## config.mk

```make
export PLATFORM = sky130hd
export DESIGN_NAME = aes_hpc2_word_adapter
export DESIGN_NICKNAME = d
export VERILOG_FILES = /design/src/rtl/aes_hpc2_word_adapter_pkg.sv /design/src/rtl/aes_hpc2_word_adapter_shbuf_word_ser.sv /design/src/rtl/aes_hpc2_word_adapter.sv
export SDC_FILE = /design/constraint.sdc
export NUM_CORES = 2
export LEC_CHECK = 0
export ABC_AREA = 1
export CORE_AREA = 2 2 326 328
export DETAILED_ROUTE_END_ITERATION = 8
export DIE_AREA = 0 0 328 330
export SLEW_MARGIN = 10
export SYNTH_ARGS = -nofsm -noshare
export SYNTH_HDL_FRONTEND = slang
export SYNTH_SLANG_ARGS = --single-unit
```

## constraint.sdc

```tcl
create_clock -name clk -period 1.5 [get_ports clk]
set_input_delay 0.15 -clock clk [delete_from_list [all_inputs] [get_ports clk]]
set_output_delay 0.15 -clock clk [all_outputs]
set_load 0.01 [all_outputs]
```

## src/rtl/aes_hpc2_word_adapter_pkg.sv

```systemverilog
// Shared sizing helpers and state encodings for the HPC2 AES word-serial adapter.
// The default bus geometry matches the d=2, 32-bit word configuration.
package aes_hpc2_word_adapter_pkg;

  function automatic int words_per_bus(input int shares, input int word_w);
    return (128 * shares) / word_w;
  endfunction

  // A counter needs at least one bit even when a bus is a single word.
  function automatic int cnt_width(input int n);
    return (n > 1) ? $clog2(n) : 1;
  endfunction

  localparam int D_DEFAULT      = 2;
  localparam int WORD_W_DEFAULT = 32;
  localparam int NW             = words_per_bus(D_DEFAULT, WORD_W_DEFAULT);
  localparam int CNT_W          = cnt_width(NW);

  typedef enum logic [1:0] {
    IN_LOAD_KEY = 2'd0,
    IN_LOAD_PT  = 2'd1,
    IN_PRESENT  = 2'd2
  } in_state_t;

  typedef enum logic {
    OUT_EMPTY = 1'b0,
    OUT_SEND  = 1'b1
  } out_state_t;

endpackage

```

## src/rtl/aes_hpc2_word_adapter_shbuf_word_ser.sv

```systemverilog
// Parallel-load share buffer read out one word at a time by an internal index.
// Load has priority over advance and restarts the index at word 0.
module shbuf_word_ser
  import aes_hpc2_word_adapter_pkg::*;
#(
  parameter int N_WORDS = NW,
  parameter int WORD_W  = WORD_W_DEFAULT,
  parameter int IDX_W   = cnt_width(N_WORDS)
) (
  input  logic                        clk,
  input  logic                        rst,
  input  logic                        load,
  input  logic [N_WORDS*WORD_W-1:0]   load_data,
  input  logic                        advance,
  output logic [WORD_W-1:0]           word,
  output logic [IDX_W-1:0]            idx,
  output logic                        at_last
);

  localparam logic [IDX_W-1:0] LAST_IDX = IDX_W'(N_WORDS - 1);

  logic [IDX_W-1:0]  idx_reg;
  logic [WORD_W-1:0] words [N_WORDS];

  genvar gi;
  generate
    for (gi = 0; gi < N_WORDS; gi++) begin : g_word
      logic [WORD_W-1:0] word_reg;

      always_ff @(posedge clk) begin
        if (rst) begin
          word_reg <= '0;
        end else if (load) begin
          word_reg <= load_data[WORD_W*gi +: WORD_W];
        end
      end

      assign words[gi] = word_reg;
    end
  endgenerate

  always_ff @(posedge clk) begin
    if (rst) begin
      idx_reg <= '0;
    end else if (load) begin
      idx_reg <= '0;
    end else if (advance) begin
      idx_reg <= (idx_reg == LAST_IDX) ? '0 : idx_reg + 1'b1;
    end
  end

  assign idx     = idx_reg;
  assign word    = words[idx_reg];
  assign at_last = (idx_reg == LAST_IDX);

endmodule

```

## src/rtl/aes_hpc2_word_adapter.sv

```systemverilog
// Word-serial front/back end for the masked HPC2 AES core: gathers key and plaintext share
// words into full buses, and replays the captured ciphertext bus as a word stream.
module aes_hpc2_word_adapter
  import aes_hpc2_word_adapter_pkg::*;
#(
  parameter int d      = D_DEFAULT,
  parameter int WORD_W = WORD_W_DEFAULT
) (
  input  logic                  clk,
  input  logic                  rst,
  input  logic                  s_word_valid,
  output logic                  s_word_ready,
  input  logic [WORD_W-1:0]     s_word_data,
  output logic                  core_in_valid,
  input  logic                  core_in_ready,
  output logic [128*d-1:0]      core_in_shares_key,
  output logic [128*d-1:0]      core_in_shares_plaintext,
  input  logic [128*d-1:0]      core_out_shares_ciphertext,
  input  logic                  core_out_valid,
  output logic                  core_out_ready,
  output logic                  m_word_valid,
  input  logic                  m_word_ready,
  output logic [WORD_W-1:0]     m_word_data,
  output logic                  m_word_last
);

  localparam int N_WORDS = words_per_bus(d, WORD_W);
  localparam int IDX_W   = cnt_width(N_WORDS);
  localparam logic [IDX_W-1:0] LAST_IDX = IDX_W'(N_WORDS - 1);

  // ---------------- input path ----------------
  in_state_t        in_state_reg, in_state_next;
  logic [IDX_W-1:0] cnt_reg, cnt_next;
  logic             s_hs;
  logic             key_we;
  logic             pt_we;

  always_ff @(posedge clk) begin
    if (rst) begin
      in_state_reg <= IN_LOAD_KEY;
      cnt_reg      <= '0;
    end else begin
      in_state_reg <= in_state_next;
      cnt_reg      <= cnt_next;
    end
  end

  always_comb begin
    in_state_next = in_state_reg;
    cnt_next      = cnt_reg;
    s_word_ready  = 1'b0;
    core_in_valid = 1'b0;
    key_we        = 1'b0;
    pt_we         = 1'b0;
    s_hs          = 1'b0;

    case (in_state_reg)
      IN_LOAD_KEY, IN_LOAD_PT: begin
        s_word_ready = 1'b1;
        s_hs         = s_word_valid;
        key_we       = s_hs && (in_state_reg == IN_LOAD_KEY);
        pt_we        = s_hs && (in_state_reg == IN_LOAD_PT);
        if (s_hs) begin
          if (cnt_reg == LAST_IDX) begin
            cnt_next      = '0;
            in_state_next = (in_state_reg == IN_LOAD_KEY) ? IN_LOAD_PT : IN_PRESENT;
          end else begin
            cnt_next = cnt_reg + 1'b1;
          end
        end
      end
      IN_PRESENT: begin
        core_in_valid = 1'b1;
        if (core_in_ready) begin
          in_state_next = IN_LOAD_KEY;
        end
      end
      default: begin
        in_state_next = IN_LOAD_KEY;
        cnt_next      = '0;
      end
    endcase
  end

  // Each word slot owns its register, so the buses only change on their own write strobe.
  genvar gi;
  generate
    for (gi = 0; gi < N_WORDS; gi++) begin : g_in_word
      logic [WORD_W-1:0] key_word_reg;
      logic [WORD_W-1:0] pt_word_reg;
      logic              slot_sel;

      assign slot_sel = (cnt_reg == IDX_W'(gi));

      always_ff @(posedge clk) begin
        if (rst) begin
          key_word_reg <= '0;
          pt_word_reg  <= '0;
        end else begin
          if (key_we && slot_sel) begin
            key_word_reg <= s_word_data;
          end
          if (pt_we && slot_sel) begin
            pt_word_reg <= s_word_data;
          end
        end
      end

      assign core_in_shares_key[WORD_W*gi +: WORD_W]       = key_word_reg;
      assign core_in_shares_plaintext[WORD_W*gi +: WORD_W] = pt_word_reg;
    end
  endgenerate

  // ---------------- output path ----------------
  out_state_t       out_state_reg, out_state_next;
  logic             capture;
  logic             m_hs;
  logic             ct_at_last;
  logic [IDX_W-1:0] ocnt;

  always_ff @(posedge clk) begin
    if (rst) begin
      out_state_reg <= OUT_EMPTY;
    end else begin
      out_state_reg <= out_state_next;
    end
  end

  always_comb begin
    out_state_next = out_state_reg;
    m_word_valid   = (out_state_reg == OUT_SEND);
    m_word_last    = m_word_valid && ct_at_last;
    m_hs           = m_word_valid && m_word_ready;
    // Accepting the next ciphertext on the final word handshake avoids a bubble.
    core_out_ready = (out_state_reg == OUT_EMPTY) || (m_hs && m_word_last);
    capture        = core_out_valid && core_out_ready;

    if (capture) begin
      out_state_next = OUT_SEND;
    end else if (m_hs && m_word_last) begin
      out_state_next = OUT_EMPTY;
    end
  end

  shbuf_word_ser #(
    .N_WORDS (N_WORDS),
    .WORD_W  (WORD_W),
    .IDX_W   (IDX_W)
  ) u_ct_buf (
    .clk       (clk),
    .rst       (rst),
    .load      (capture),
    .load_data (core_out_shares_ciphertext),
    .advance   (m_hs),
    .word      (m_word_data),
    .idx       (ocnt),
    .at_last   (ct_at_last)
  );

  logic unused_ocnt;
  assign unused_ocnt = ^ocnt;

endmodule

```

==> impl_metrics.json <==
{
  "status": "finished with violations",
  "violations": "negative setup slack",
  "start_util_pct": 30.7,
  "tns_ns": -307.71,
  "die_h_um": 330,
  "switching_power_mw": 14.0,
  "drive_above_1_share_pct": 14.6,
  "dp_hpwl_mm": 102,
  "p_seq_share_pct": 42.4,
  "viasPerCell": 4.61,
  "yosysTopAreaCellShare_pct": 48.4,
  "grt_max_degree": 63,
  "core_area_um2": 105000,
  "power.share.clock_pct": 43.0,
  "h-tree-depth": 3,
  "cts_tree": "yes",
  "fin_crit_sh_pct": 144,
  "synth-seq-area-share_pct": 48.4,
  "synthDistinctLibCells": 19,
  "fin_worst_skew_ns": 0.0309,
  "wire_per_inst_um": 19.3,
  "combPwrFrac_pct": 14.6,
  "r2r_slack_ns": -0.66,
  "worstPathArrival_ns": 2.01,
  "ctsRootBufferMaster": "clkbuf_16",
  "tightestPinTransition_ns": 0.385,
  "internal_power_mw": 37.9,
  "synthXorXnorAreaFrac_pct": 0,
  "insertion_delay_ns": 0.67,
  "hold_path.class": "in -> reg",
  "grt.total_usage_pct": 24.6,
  "ys_seq_elements": 777,
  "ir_worst_vdd_mv": 0.827,
  "layout.nets": 6181,
  "ios": 843,
  "layout_common_cells": "nor2_1 (1410), nand2_1 (1122), clkdlybuf4s50_1 (804), dfxtp_1 (773), inv_1 (429)",
  "yosys.area_share.adder_pct": 0.311,
  "finalCriticalPeriod_ns": 2.16,
  "cts_made_buffers": 88,
  "drv_cap": 0,
  "power_density_nw_per_um2": 1030,
  "synth_top_family_by_area": "simple AND/OR/NAND/NOR gates",
  "grt_setup_unrepaired": "true",
  "power_leakage_nw": 21.9,
  "critPathRequiredTime_ns": 1.35,
  "die_width_um": 328,
  "ys.warnings.count": 0,
  "synth.area.mux_share_pct": 0,
  "drt_first_iter_violations": 2582,
  "post-route-drc-count": 0,
  "cp-start-kind": "flop",
  "hold_depth": 3,
  "switching_share_pct": 26.9,
  "place_congestion": 0.933,
  "grt_pass1_vias": 31400,
  "wirelength_mm": 141,
  "io_buffers": 842,
  "clockBufferDepth": 3,
  "syn-cell-area_um2": 32200,
  "worst_slack_ns": -0.658,
  "ff2ff_path_depth": 14,
  "vias": 33900,
  "syn_area_per_cell_um2": 6.51,
  "crit_path_end_kind": "primary output",
  "clock.fmax_mhz": 463,
  "holdBufCountCts": 0,
  "yosysTopAreaCell": "dfxtp_1",
  "place_ws_ns": -0.541,
  "max_slew_margin_pct": 74.0,
  "clk_pin_slew_ns": 0.06,
  "syn-num-nets": 5244,
  "layout_commonest_cell": "nor2_1",
  "path_max_fanout": 17,
  "ant_nets": 0,
  "syn_to_final_growth_pct": 55.8,
  "clkSinkCount": 777,
  "hold_viol_final": 0,
  "synth_cells": 4942,
  "rows": 119,
  "whs_ns": 0.0842,
  "synth_compound_area_share_pct": 5.12,
  "first_pass_iters": 7,
  "synthTopCellsByArea": "dfxtp_1 (48%), nor2_1 (18%), nand2_1 (14%)",
  "finalSetupViolations": 1238,
  "maxSlewViolCount": 0,
  "antenna_found_initial": 11,
  "synth-simple-area-share_pct": 36.5,
  "grt_pass1_wl_mm": 200,
  "die-area_um2": 108000,
  "critPathKind": "reg -> out",
  "grt_remaining_overflow": 0
}
-- worst max-delay path, stage by stage (launching register included) --
cell and delay, ns:
dfxtp_4 0.43, inv_6 0.06, buf_12 0.15, buf_12 0.16
nand2_4 0.07, nand3_4 0.09, nand2_2 0.08, nand2_1 0.06
nand2_1 0.10, buf_2 0.14
-- logic make-up after synthesis --
logic type / count (synthesis)
fa+ha+maj: 8
simple gates: 3029
flops: 777
buf+inv: 799
compound gates: 329
-- Yosys cell counts --
library cell     n
ha_1             8
nor3_1           1
o21ai_0        321
dfxtp_1        777
nand3_4          1
buf_2           91
or2_2            1
clkbuf_1       160
clkinv_1        33
nor2_2           1
nor2_4           7
inv_2            5
nor2_1        1546
nand3_1        231
buf_1           74
nand2_1       1241
buf_4            4
inv_1          432
a21oi_1          8
-- area by class of cell --
type | instances | area (µm²)
well taps | 1391 | 1740
fillers | 10300 | 54600
diodes | 3 | 7.51
repair inverters | 3 | 57.6
clock buffers | 129 | 2640
repair buffers | 1171 | 12900
flip-flops and latches | 777 | 15600
clock inverters | 33 | 342
multi-input cells | 3368 | 15000
inverters | 470 | 1810
-- timing repair --
item | in CTS | in global routing
setup endpoints to repair | 1270 | 1317
resized for setup | 430 | 315
cloned | 21 | 11
buffers inserted | 24 | 12
pin swaps | 55 | 43
-- path summary, 6_finish.rpt --
| kind | startpoint | to |
|---|---|---|
| setup / recovery | u_ct_buf.idx[0] | m_word_data[3] |
| hold / removal | core_out_shares_ciphertext[152] | u_ct_buf.g_word[4].word_reg[24] |
| setup reg to reg | u_ct_buf.idx[0] | u_ct_buf.g_word[6].word_reg[24] |
| hold reg to reg | g_in_word[2].pt_word_reg[3] | g_in_word[2].pt_word_reg[3] |
-- power groups by stage --
stage / Sequential [mW] / Combinational (mW) / Clock, mW
floorplan: 22.3 / 2.94 / 0
global route: 22.0 / 8.12 / 23.4
detailed placement: 22.3 / 6.31 / 0
CTS: 21.9 / 6.99 / 22.6
finish: 22.0 / 7.58 / 22.3
global placement: 22.3 / 6.31 / 0
-- stage by stage --
| step | instances | utilization, % | power [mW] | cell area, µm² |
|---|---|---|---|---|
| final | 7345 | 47.9 | 51.8 | 50100 |
| after global placement | 7118 | 42.3 | 28.6 | 44300 |
| after global routing | 7345 | 47.9 | 53.5 | 50100 |
| after detailed placement | 7118 | 42.3 | 28.6 | 44300 |
| after CTS | 7324 | 46.6 | 51.5 | 48800 |
| after floorplan | 4942 | - | 25.2 | 32500 |
-- metal layers --
metal / part of all wire, % / track usage, % / vias up
li1: - / - / 16700
met1: 41 / 30.4 / 15700
met2: 46 / 39.3 / 1180
met3: 8.1 / 6.76 / 307
met4: 5.1 / 12.4 / 14
met5: 0.059 / 0 / -
No activity file was read; power rests on OpenSTA's default activity.
